[config.mk]
export PLATFORM = sky130hd
export DESIGN_NAME = iiitb_param_sync_fifo
export DESIGN_NICKNAME = d
export VERILOG_FILES = /design/src/rtl/iiitb_fifo_pkg.sv /design/src/rtl/iiitb_fifo_ram.sv /design/src/rtl/iiitb_param_sync_fifo.sv
export SDC_FILE = /design/constraint.sdc
export NUM_CORES = 1
export LEC_CHECK = 0
export ABC_AREA = 1
export CORE_ASPECT_RATIO = 0.9
export CORE_MARGIN = 4
export CORE_UTILIZATION = 60
export DETAILED_ROUTE_END_ITERATION = 6
export PLACE_DENSITY = 0.88
export SYNTH_ARGS = -nofsm -noshare
export SYNTH_HDL_FRONTEND = slang
export SYNTH_SLANG_ARGS = --single-unit
[constraint.sdc]
create_clock -name CLK -period 3.9 [get_ports CLK]
set_clock_uncertainty 0.2 [all_clocks]
set_input_delay 0.585 -clock CLK [delete_from_list [all_inputs] [get_ports CLK]]
set_output_delay 0.585 -clock CLK [all_outputs]
set_load 0.05 [all_outputs]
[src/rtl/iiitb_fifo_pkg.sv]
// ---------------------------------------------------------------------------
// iiitb_fifo_pkg
// Shared constants and helpers for the parametrised synchronous FIFO family.
//   DEFAULT_WIDTH / DEFAULT_DEPTH : default geometry (8-bit words, 16 entries)
//   clog2()                       : constant ceiling-log2, used to size the
//                                   RAM address and the FIFO pointers
// ---------------------------------------------------------------------------
package iiitb_fifo_pkg;

  localparam int DEFAULT_WIDTH = 8;
  localparam int DEFAULT_DEPTH = 16;

  // Smallest n such that 2**n >= value; returns 0 for value <= 1.
  function automatic int clog2(input int value);
    int result;
    int rem;
    result = 0;
    rem    = value - 1;
    while (rem > 0) begin
      result = result + 1;
      rem    = rem >> 1;
    end
    return result;
  endfunction

endpackage

[src/rtl/iiitb_fifo_ram.sv]
// ---------------------------------------------------------------------------
// iiitb_fifo_ram
// Simple dual-port DEPTH x WIDTH storage for the FIFO.
//   CLK, RSTn        : clock (rising edge), async active-low reset
//   we, waddr, wdata : synchronous write port
//   re, raddr, rdata : registered read port; rdata holds when re = 0
// The storage array itself is never reset; only the read register is, so
// that the FIFO output comes out of reset as zero.
// ---------------------------------------------------------------------------
module iiitb_fifo_ram
  import iiitb_fifo_pkg::*;
#(
  parameter int WIDTH = DEFAULT_WIDTH,
  parameter int DEPTH = DEFAULT_DEPTH,
  parameter int AW    = clog2(DEPTH)
) (
  input  logic             CLK,
  input  logic             RSTn,
  input  logic             we,
  input  logic [AW-1:0]    waddr,
  input  logic [WIDTH-1:0] wdata,
  input  logic             re,
  input  logic [AW-1:0]    raddr,
  output logic [WIDTH-1:0] rdata
);

  logic [WIDTH-1:0] mem [DEPTH];

  always_ff @(posedge CLK) begin
    if (we) begin
      mem[waddr] <= wdata;
    end
  end

  always_ff @(posedge CLK or negedge RSTn) begin
    if (!RSTn) begin
      rdata <= '0;
    end else if (re) begin
      rdata <= mem[raddr];
    end
  end

endmodule

[src/rtl/iiitb_param_sync_fifo.sv]
// ---------------------------------------------------------------------------
// iiitb_param_sync_fifo
// Parametrised single-clock FIFO with fill count, programmable almost flags
// and protected accesses (rejected accesses raise one-cycle error pulses).
//   Parameters: WIDTH, DEPTH (power of two >= 2), AF_LEVEL, AE_LEVEL
//   CLK, RSTn             : clock (rising edge), async active-low reset
//   write, iData          : write request and data
//   read, oData           : read request and registered read data
//   full, empty           : count == DEPTH / count == 0
//   almost_full           : count >= AF_LEVEL
//   almost_empty          : count <= AE_LEVEL
//   count                 : number of stored entries, 0..DEPTH
//   overflow, underflow   : pulse after a write-when-full / read-when-empty
// ---------------------------------------------------------------------------
module iiitb_param_sync_fifo
  import iiitb_fifo_pkg::*;
#(
  parameter  int WIDTH    = DEFAULT_WIDTH,
  parameter  int DEPTH    = DEFAULT_DEPTH,
  parameter  int AF_LEVEL = DEPTH - 2,
  parameter  int AE_LEVEL = 2,
  localparam int AW       = clog2(DEPTH)
) (
  input  logic             CLK,
  input  logic             RSTn,
  input  logic             write,
  input  logic             read,
  input  logic [WIDTH-1:0] iData,
  output logic [WIDTH-1:0] oData,
  output logic             full,
  output logic             empty,
  output logic             almost_full,
  output logic             almost_empty,
  output logic [AW:0]      count,
  output logic             overflow,
  output logic             underflow
);

  localparam logic [AW:0] FULL_CNT = DEPTH[AW:0];
  localparam logic [AW:0] AF_CNT   = AF_LEVEL[AW:0];
  localparam logic [AW:0] AE_CNT   = AE_LEVEL[AW:0];

  // Pointers carry one extra wrap bit so that full (difference DEPTH) and
  // empty (difference 0) are distinguishable from the subtraction alone.
  logic [AW:0] wp;
  logic [AW:0] rp;
  logic        wr_en;
  logic        rd_en;

  assign count = wp - rp;

  // Flags depend on the stored count only, never on this cycle's requests,
  // so producers and consumers can use them without combinational loops.
  assign full         = (count == FULL_CNT);
  assign empty        = (count == '0);
  assign almost_full  = (count >= AF_CNT);
  assign almost_empty = (count <= AE_CNT);

  assign wr_en = write & ~full;
  assign rd_en = read & ~empty;

  always_ff @(posedge CLK or negedge RSTn) begin
    if (!RSTn) begin
      wp <= '0;
      rp <= '0;
    end else begin
      if (wr_en) begin
        wp <= wp + 1'b1;
      end
      if (rd_en) begin
        rp <= rp + 1'b1;
      end
    end
  end

  always_ff @(posedge CLK or negedge RSTn) begin
    if (!RSTn) begin
      overflow  <= 1'b0;
      underflow <= 1'b0;
    end else begin
      overflow  <= write & full;
      underflow <= read & empty;
    end
  end

  // A read is only accepted when count > 0 and a write only when
  // count < DEPTH, so both ports never address the same entry in the same
  // cycle; no read-during-write bypass is needed.
  iiitb_fifo_ram #(
    .WIDTH (WIDTH),
    .DEPTH (DEPTH),
    .AW    (AW)
  ) u_ram (
    .CLK   (CLK),
    .RSTn  (RSTn),
    .we    (wr_en),
    .waddr (wp[AW-1:0]),
    .wdata (iData),
    .re    (rd_en),
    .raddr (rp[AW-1:0]),
    .rdata (oData)
  );

endmodule

# Word level (Yosys, flattened, before mapping)
# Memory sizes are Yosys's and may differ from the RTL's. A register that Yosys moved wholly into a read port is not among the register bits.
# Cells that the tools add are included.
[totals]
mem_count = 1
reg_bits = 12
out_inout_bits = 19
ramBits = 128
[memory_table]
columns = ["name", "words", "word_bits", "read_ports", "rd_clocked_by_memory_dff", "write_ports", "line", "rtl"]
rows = [
  ["u_ram.mem", 16, 8, 1, 1, 1, "iiitb_fifo_ram.sv:27", "logic [WIDTH-1:0] mem [DEPTH];"],
]
[classes]
addsub = 3
n_mux = 2
n_eq_ne = 1
reduce_logical = 2
bitwise_logic = 6
n_lt_le_gt_ge = 2
[ops]
columns = ["cell", "n"]
rows = [
  ["adder 5 x 1 -> 5 bit, second input constant", 2],
  ["== test 5 bit, second input constant", 1],
  ["greater-or-equal comparator 5 x 4 -> 1 bit, second input constant", 1],
  ["<= comparator 5 x 2 -> 1 bit, second input constant", 1],
  ["logical NOT 5 bit", 1],
  ["subtractor 5 bit", 1],
  ["bitwise AND 1 bit", 4],
  ["two-way mux 1 bit", 2],
  ["inverter 1 bit", 2],
  ["logical NOT 1 bit", 1],
]

# Logic depth before layout (Yosys ltp)
# Gate-level depths: netlist (run 1).
[logic_depth]
depth_word = 6
ltp_mapped = 13
mapped_depth_nobuf = 13

# Hierarchy
# From an unflattened synthesis (run 1), not the netlist that was laid out.
[hier_totals]
hier_cells = 592
hier_area_um2 = 6498.7
[by_module_without_submodules]
columns = ["module", "area_per_inst_um2", "seq_area_each_um2", "cells_per_inst", "instances"]
rows = [
  ["iiitb_fifo_ram", 5635.4, 4043.9, 483, 1],
  ["iiitb_param_sync_fifo", 863.3, 300.3, 109, 1],
]

# Worst setup path before layout (run 1)
# Ideal clock, no wire load.
[synth_timing]
path_kind = "reg2out"
start = "reg rp[2]"
end = "out almost_empty"
setup_slack_ns = -0.127
t_arrival_ns = 3.242
stages_incl_launch_ff = 8
path_cell_list = "dfrtp_1 -> clkinv_1 -> ha_1 -> a21oi_2 -> nand2_1 -> nand2_1 -> nand2_1 -> nor4_1"
[synth_via]
elab_chain_cells = 2
[synth_rtl]
columns = ["element", "line", "rtl"]
rows = [
  ["from (decl)", "iiitb_param_sync_fifo.sv:46", "logic [AW:0] rp;"],
  ["from (signal assigned)", "iiitb_param_sync_fifo.sv:71", "rp <= rp + 1'b1;"],
  ["subtractor 5 bit", "iiitb_param_sync_fifo.sv:50", "assign count = wp - rp;"],
  ["named net count[3]", "iiitb_param_sync_fifo.sv:34", "output logic [AW:0] count,"],
  ["<= comparator 5 x 2 -> 1 bit", "iiitb_param_sync_fifo.sv:57", "assign almost_empty = (count <= AE_CNT);"],
  ["to (decl)", "iiitb_param_sync_fifo.sv:33", "output logic almost_empty,"],
]
# The timed path passes the listed nets, and every way through them passes these cells.

# Worst setup path after layout (run 1)
[layout_timing]
start = "reg rp[2]"
end = "out almost_empty"
[layout_via]
elab_chain_cells = 2
[layout_rtl]
columns = ["element", "line"]
rows = [
  ["subtractor 5 bit", "iiitb_param_sync_fifo.sv:50"],
  ["<= comparator 5 x 2 -> 1 bit", "iiitb_param_sync_fifo.sv:57"],
]
# No other way between the ends.

==> qor.csv, run 1 <==
stage,metric,value,unit
synthesis,"Distinct cells, synth",25,
clock_tree,CTS root buf,clkbuf_16,
sta,worst hold slack,0.2829,ns
final_layout,synthesis-to-layout area growth,15.81,%
placement,Buffers on Ports,30,
pwr,Power Total,7.117,mW
pwr,Power Density,897.6,mW/mm^2
synthesis,cells after synthesis,706,
sta,Final Slew Violations,0,
clock_tree,PostCTS Resize Cnt,0,
clock_tree,CTS tree,yes,
global_routing,Total GRT Usage,26.23,%
clock_tree,Max Buffers Root-to-Sink,2,
clock_tree,count of hold buffers inserted by post-cts repair,0,
die,Rows,36,
synthesis,Mean Syn Cell Area,9.698,sq um
final_layout,Register Area,0.004345,sq mm
clock_tree,htree depth,4,
die,Initial Util,62.30,%
global_routing,vias in the first global route,4929,
sta,setup violators final,0,
synthesis,Ys Warns,0,
worst_setup_path,CP max FO,9,
clock_tree,clk slew on worst S/H paths,0.06,ns
placement,dpl cell area,0.007336,sq mm
sta,RSZ-0062 raised after global routing,no,
final_layout,antenna cells,0,
sta,post-route minimum period,3.432,ns
sta,period utilisation layout,88.00,%
pwr,Peak VDD IR,579.3,uV
route,# DRC,0,
final_layout,Finished Layout Cells,902,
synthesis,Yosys reg bits,148,
sta,Slew @ Worst Pin,1.059,ns
clock_tree,cts bufs inserted,17,
die,height of the die,109.3,microns
run_status,status,completed,
placement,Placement Setup Slack,0.7601,ns
placement,routability cong.,0.9240,
final_layout,# fillers,756,
route,final WL,15.95,mm
sta,Worst Slack Setup Final,0.4679,ns
sta,Max Clk Rate,291.4,MHz
clock_tree,CTS sink cnt,148,
worst_setup_path,CP Launch Type,flip-flop,
global_routing,pin count of the biggest net entering global routing,69,
synthesis,post-synthesis sequential area ratio,63.45,%
route,vias,4876,
synthesis,Synth area leaders,"edfxtp_1 56%, nand2_1 15%, dfrtp_1 7.3%",
route,Vias/cell,5.406,
placement,placed cells,870,
route,drt wl/cell,17.68,microns
sta,slew margin rel.,29.39,%
die,width of the die,120.6,microns
synthesis,most frequent cell after synthesis,nand2_1,
sta,Fin. Hold Viols,0,
synthesis,Post-synth EDFFs,128,
global_routing,initial antenna violation count,0,
synthesis,commonest cells in the netlist,"278 x nand2_1, 128 x edfxtp_1, 87 x inv_1, 72 x nand3_1, 40 x nor2_1",
global_routing,wire length of the first global-routing pass,25.58,mm
worst_setup_path,Crit Path Class,flip-flop to output pin,
route,Routed Antenna Nets,0,
die,Die ar.,0.01319,sq mm
final_layout,share of cells above drive strength 1,10.13,%
synthesis,syn_nets,728,
die,Placeable Area,0.01099,sq mm
final_layout,Final #Nets,759,
die,I/O pins,31,
worst_setup_path,Critical Path AT,2.65,ns
synthesis,Yosys top cell area share,56.14,%
route,Starting DRT DRC Count,621,
synthesis,cell area after synthesis,0.006847,sq mm
global_routing,GR Overflow Total,0,
synthesis,Most used DFF post-synth,edfxtp_1,
route,drt first pass iters,5,
hold_path,HP Class,flip-flop to flip-flop,
final_layout,cell area after layout,0.007929,sq mm
worst_setup_path,Critical Path RT,3.12,ns
synthesis,cell taking the most area after synthesis,edfxtp_1,
pwr,P_leak,3.451,nW
final_layout,Final Util,72.14,%
clock_tree,Worst-Skew Late Latency,0.42,ns
sta,setup total negative slack,0,ns
worst_setup_path,Crit. End Element,output pin,
synthesis,asr flop ratio synth,13.51,%
placement,post-DP HPWL,10.00,mm
clock_tree,setup bufs post-CTS,0,
final_layout,area occupied by multi-input gates,0.002003,sq mm
flow_run,# Max-Cap Violations,0,
[cell type report]
cell class / count / share of cell area, %
clock inverters: 14 / 1.941
inverters: 93 / 4.403
multi-input cells: 438 / 25.26
flip-flops and latches: 148 / 54.81
repair buffers: 39 / 5.649
clock buffers: 18 / 5.539
well taps: 152 / 2.399
[per-layer routing]
layer | up-vias | track usage [%] | share of wire [%]
li1 | 2310 | - | -
met1 | 2254 | 34.44 | 40
met4 | 0 | 10.52 | 2.7
met3 | 41 | 8.591 | 11
met2 | 271 | 41.01 | 47
met5 | - | 0 | 0
[final timing paths]
| check | endpoint | slack (ns) | depth (start not counted) | startpoint |
|---|---|---|---|---|
| worst max-delay path | almost_empty | 0.47 | 8 | rp[2] |
| worst min-delay path | u_ram.rdata[3] | 0.28 | 2 | u_ram.rdata[3] |
| worst max register to register | u_ram.mem[13][5] | 0.71 | 11 | wp[0] |
| worst min register to register | u_ram.rdata[3] | 0.28 | 2 | u_ram.rdata[3] |
| max in group asynchronous | rp[0] | 2.33 | 1 | RSTn |
| min in group asynchronous | u_ram.rdata[2] | 0.51 | 1 | RSTn |
[worst max-delay path: stages (launching register included)]
cell and delay, ns:
dfrtp_1 0.36, clkinv_1 0.26, ha_1 0.49, a21oi_2 0.21, nand2_1 0.12, nand2_1 0.12
nand2_1 0.13, nor4_2 0.35, buf_12 0.19
[report_power, final]
group          switching [mW]  internal, mW  total, mW
Sequential              0.119          1.95       2.07
Clock                   0.640         0.962       1.60
Combinational            2.32          1.13       3.45
Total                    3.08          4.04       7.12
[placed cells by master (no fill, tap or decap), drive strengths merged, types with 2 or more instances in the layout]
master         instances
nand2                289
edfxtp               128
inv                   92
nand3                 77
nor2                  44
clkdlybuf4s50         22
dfrtp                 20
clkbuf                18
buf                   17
o21ai                  9
ha                     9
clkinv                 7
xor2                   6
clkinvlp               6
a21oi                  2
bufinv                 2
[registers in the layout (all words and copies together), names as in the netlist]
| signal | cells |
|---|---|
| wp | 5 |
| u_ram.rdata | 8 |
| underflow | 1 |
| overflow | 1 |
| rp | 5 |
| u_ram.mem | 128 |
[cell families after synthesis]
kind of cell / after synthesis / share of synthesized area [%]
compound gates: 11 / 0.9137
xor+xnor: 6 / 0.7675
fa+ha+maj: 10 / 1.937
buf+inv: 120 / 7.383
flops: 148 / 63.45
simple gates: 411 / 25.55
Power figures use the tool's default switching activity.
==> inputs of run 2 (changes only) <==
--- a/config.mk
+++ b/config.mk
@@ -10,6 +10,7 @@
 export CORE_MARGIN = 4
 export CORE_UTILIZATION = 60
 export DETAILED_ROUTE_END_ITERATION = 6
+export GPL_ROUTABILITY_DRIVEN = 0
 export PLACE_DENSITY = 0.88
 export SYNTH_ARGS = -nofsm -noshare
 export SYNTH_HDL_FRONTEND = slang
==> run 2 against run 1 <==
The flow now finishes with violations (DRC). Die area stayed put. Global-route usage is 0.87 points higher. Wire length is 4.6% higher. Sequential cell count stayed put. Highest routed layer unchanged. Cell area is 0.14% lower. Sequential power hardly changed. Largest cell class unchanged.
==> qor.csv, run 2 (synthesis gave the netlist of run 1 again) <==
stage,metric,value,unit,change
sta,setup violators final,0,,unchanged
die,width of the die,120.6,microns,unchanged
global_routing,Total GRT Usage,27.10,%,+0.87 points
sta,Fin. Hold Viols,0,,unchanged
die,Placeable Area,0.01099,sq mm,unchanged
worst_setup_path,CP max FO,14,,+5
sta,post-route minimum period,3.650,ns,+0.2180 ns
die,Rows,36,,unchanged
final_layout,Final Util,72.04,%,-0.10 points
sta,slew margin rel.,28.58,%,-0.82 points
die,Initial Util,62.30,%,unchanged
clock_tree,CTS root buf,clkbuf_16,,
pwr,Power Density,911.8,mW/mm^2,+1.6%
global_routing,pin count of the biggest net entering global routing,69,,unchanged
run_status,failing checks,DRC,,
sta,Max Clk Rate,274.0,MHz,-6.0%
sta,period utilisation layout,93.59,%,+5.6 points
clock_tree,CTS sink cnt,148,,unchanged
worst_setup_path,CP Launch Type,flip-flop,,
route,Starting DRT DRC Count,688,,+11%
route,# DRC,2,,+2
sta,Slew @ Worst Pin,1.070,ns,+0.01070 ns
pwr,Peak VDD IR,617.1,uV,+6.5%
flow_run,# Max-Cap Violations,0,,unchanged
final_layout,antenna cells,0,,unchanged
sta,RSZ-0062 raised after global routing,no,,
route,final WL,16.68,mm,+4.6%
global_routing,initial antenna violation count,0,,unchanged
route,Vias/cell,5.719,,+5.8%
clock_tree,Worst-Skew Late Latency,0.43,ns,about the same
global_routing,GR Overflow Total,0,,unchanged
clock_tree,Max Buffers Root-to-Sink,2,,unchanged
worst_setup_path,Crit. End Element,output pin,,
clock_tree,CTS tree,yes,,
final_layout,Final #Nets,755,,-0.53%
route,vias,5136,,+5.3%
final_layout,Reg with most FFs,u_ram.mem,,
pwr,P_leak,3.445,nW,-0.17%
final_layout,most frequent cells in the layout,"278 x nand2_1, 128 x edfxtp_1, 87 x inv_1",,
final_layout,"most common cell after layout, fill and taps aside",nand2_1,,
placement,Buffers on Ports,30,,unchanged
worst_setup_path,Critical Path AT,2.87,ns,+0.22 ns
worst_setup_path,Crit Path Class,flip-flop to output pin,,
die,I/O pins,31,,unchanged
global_routing,vias in the first global route,4938,,+0.18%
die,Die ar.,0.01319,sq mm,unchanged
final_layout,synthesis-to-layout area growth,15.64,%,
sta,setup total negative slack,0,ns,unchanged
sta,Final Slew Violations,0,,unchanged
final_layout,max FFs per register,128,,unchanged
run_status,status,"finished, violations left",,
route,Routed Antenna Nets,0,,unchanged
clock_tree,cts bufs inserted,17,,unchanged
final_layout,top flop regs,"u_ram.mem x128, u_ram.rdata x8",,
hold_path,HP Class,flip-flop to flip-flop,,
final_layout,share of cells above drive strength 1,9.786,%,-0.35 points
clock_tree,htree depth,4,,unchanged
die,height of the die,109.3,microns,unchanged
route,drt first pass iters,7,,+2
clock_tree,clk slew on worst S/H paths,0.06,ns,about the same
worst_setup_path,Critical Path RT,3.12,ns,about the same
global_routing,wire length of the first global-routing pass,26.58,mm,+3.9%
route,drt wl/cell,18.57,microns,+5.0%
placement,post-DP HPWL,10.19,mm,+1.9%
[run 2: cell types whose count changed in the layout (fill, tap and decap cells not counted)]
cell / change
buf_4: -4
dfrtp_2: +1
clkinv_2: +1
inv_8: +1
clkbuf_8: -1
clkinvlp_4: -2
dfrtp_1: -1
clkinv_1: -1
bufinv_16: +1
clkbuf_1: +1
[run 2: routing by layer]
layer  GRT usage, %  share of wire [%]  up-vias
met2          43.28                 47      357
met1          35.91                 38     2394
met3          7.973                 11       87
met5              0                  0        -
li1               -                  -     2298
met4          9.709                3.8        0
[run 2: final timing paths]
check,from,end,slack [ns],depth (start not counted)
setup / recovery,rp[2],almost_empty,0.25,8
hold / removal,u_ram.rdata[2],u_ram.rdata[2],0.29,2
setup reg to reg,wp[0],u_ram.mem[11][1],0.62,11
hold reg to reg,u_ram.rdata[2],u_ram.rdata[2],0.29,2
max in group asynchronous,RSTn,rp[2],2.35,1
min in group asynchronous,RSTn,u_ram.rdata[3],0.50,1
[run 2: where the power goes]
part           internal, mW  total, mW  switching, mW
Clock                  1.01       1.67          0.657
Sequential             1.95       2.09          0.143
Combinational          1.12       3.46           2.34
[run 2: timing repair]
item                       in CTS  in global routing
setup endpoints to repair       0                  1
resized for setup               0                  2
setup buffers                   0                  0
hold buffers                    0                  0
[run 2: layout make-up]
type,count,area [sq um]
Sequential cell,148,4347
Fill cell,726,3073
Multi-Input combinational cell,438,2003
Clock buffer,18,429.2
Timing Repair Buffer,35,417.9
Inverter,93,352.8
Tap cell,152,190.2
Clock inverter,14,177.7
[run 2: metrics by stage]
step / power (mW) / hold WS (ns) / instance area [sq um] / setup slack (ns) / std cells
2_1_floorplan: 4.365 / 0.08941 / 6853 / 0.2270 / 706
3_3_place_gp: 5.347 / 0.2669 / 7306 / 0.6788 / 866
3_5_place_dp: 5.464 / 0.2737 / 7306 / 0.5394 / 866
4_1_cts: 7.167 / 0.2926 / 7913 / 0.08773 / 898
5_1_grt: 7.572 / 0.3101 / 7918 / 0.1070 / 898
6_report: 7.219 / 0.2919 / 7918 / 0.2499 / 898
[run 2: critical path, stage by stage (launching register included)]
cell and delay, ns:
dfrtp_2 0.53, clkinvlp_4 0.27, ha_1 0.44, a21oi_2 0.20
nand2_1 0.10, nand2_1 0.11, nand2_1 0.15, nor4_2 0.43
buf_12 0.20
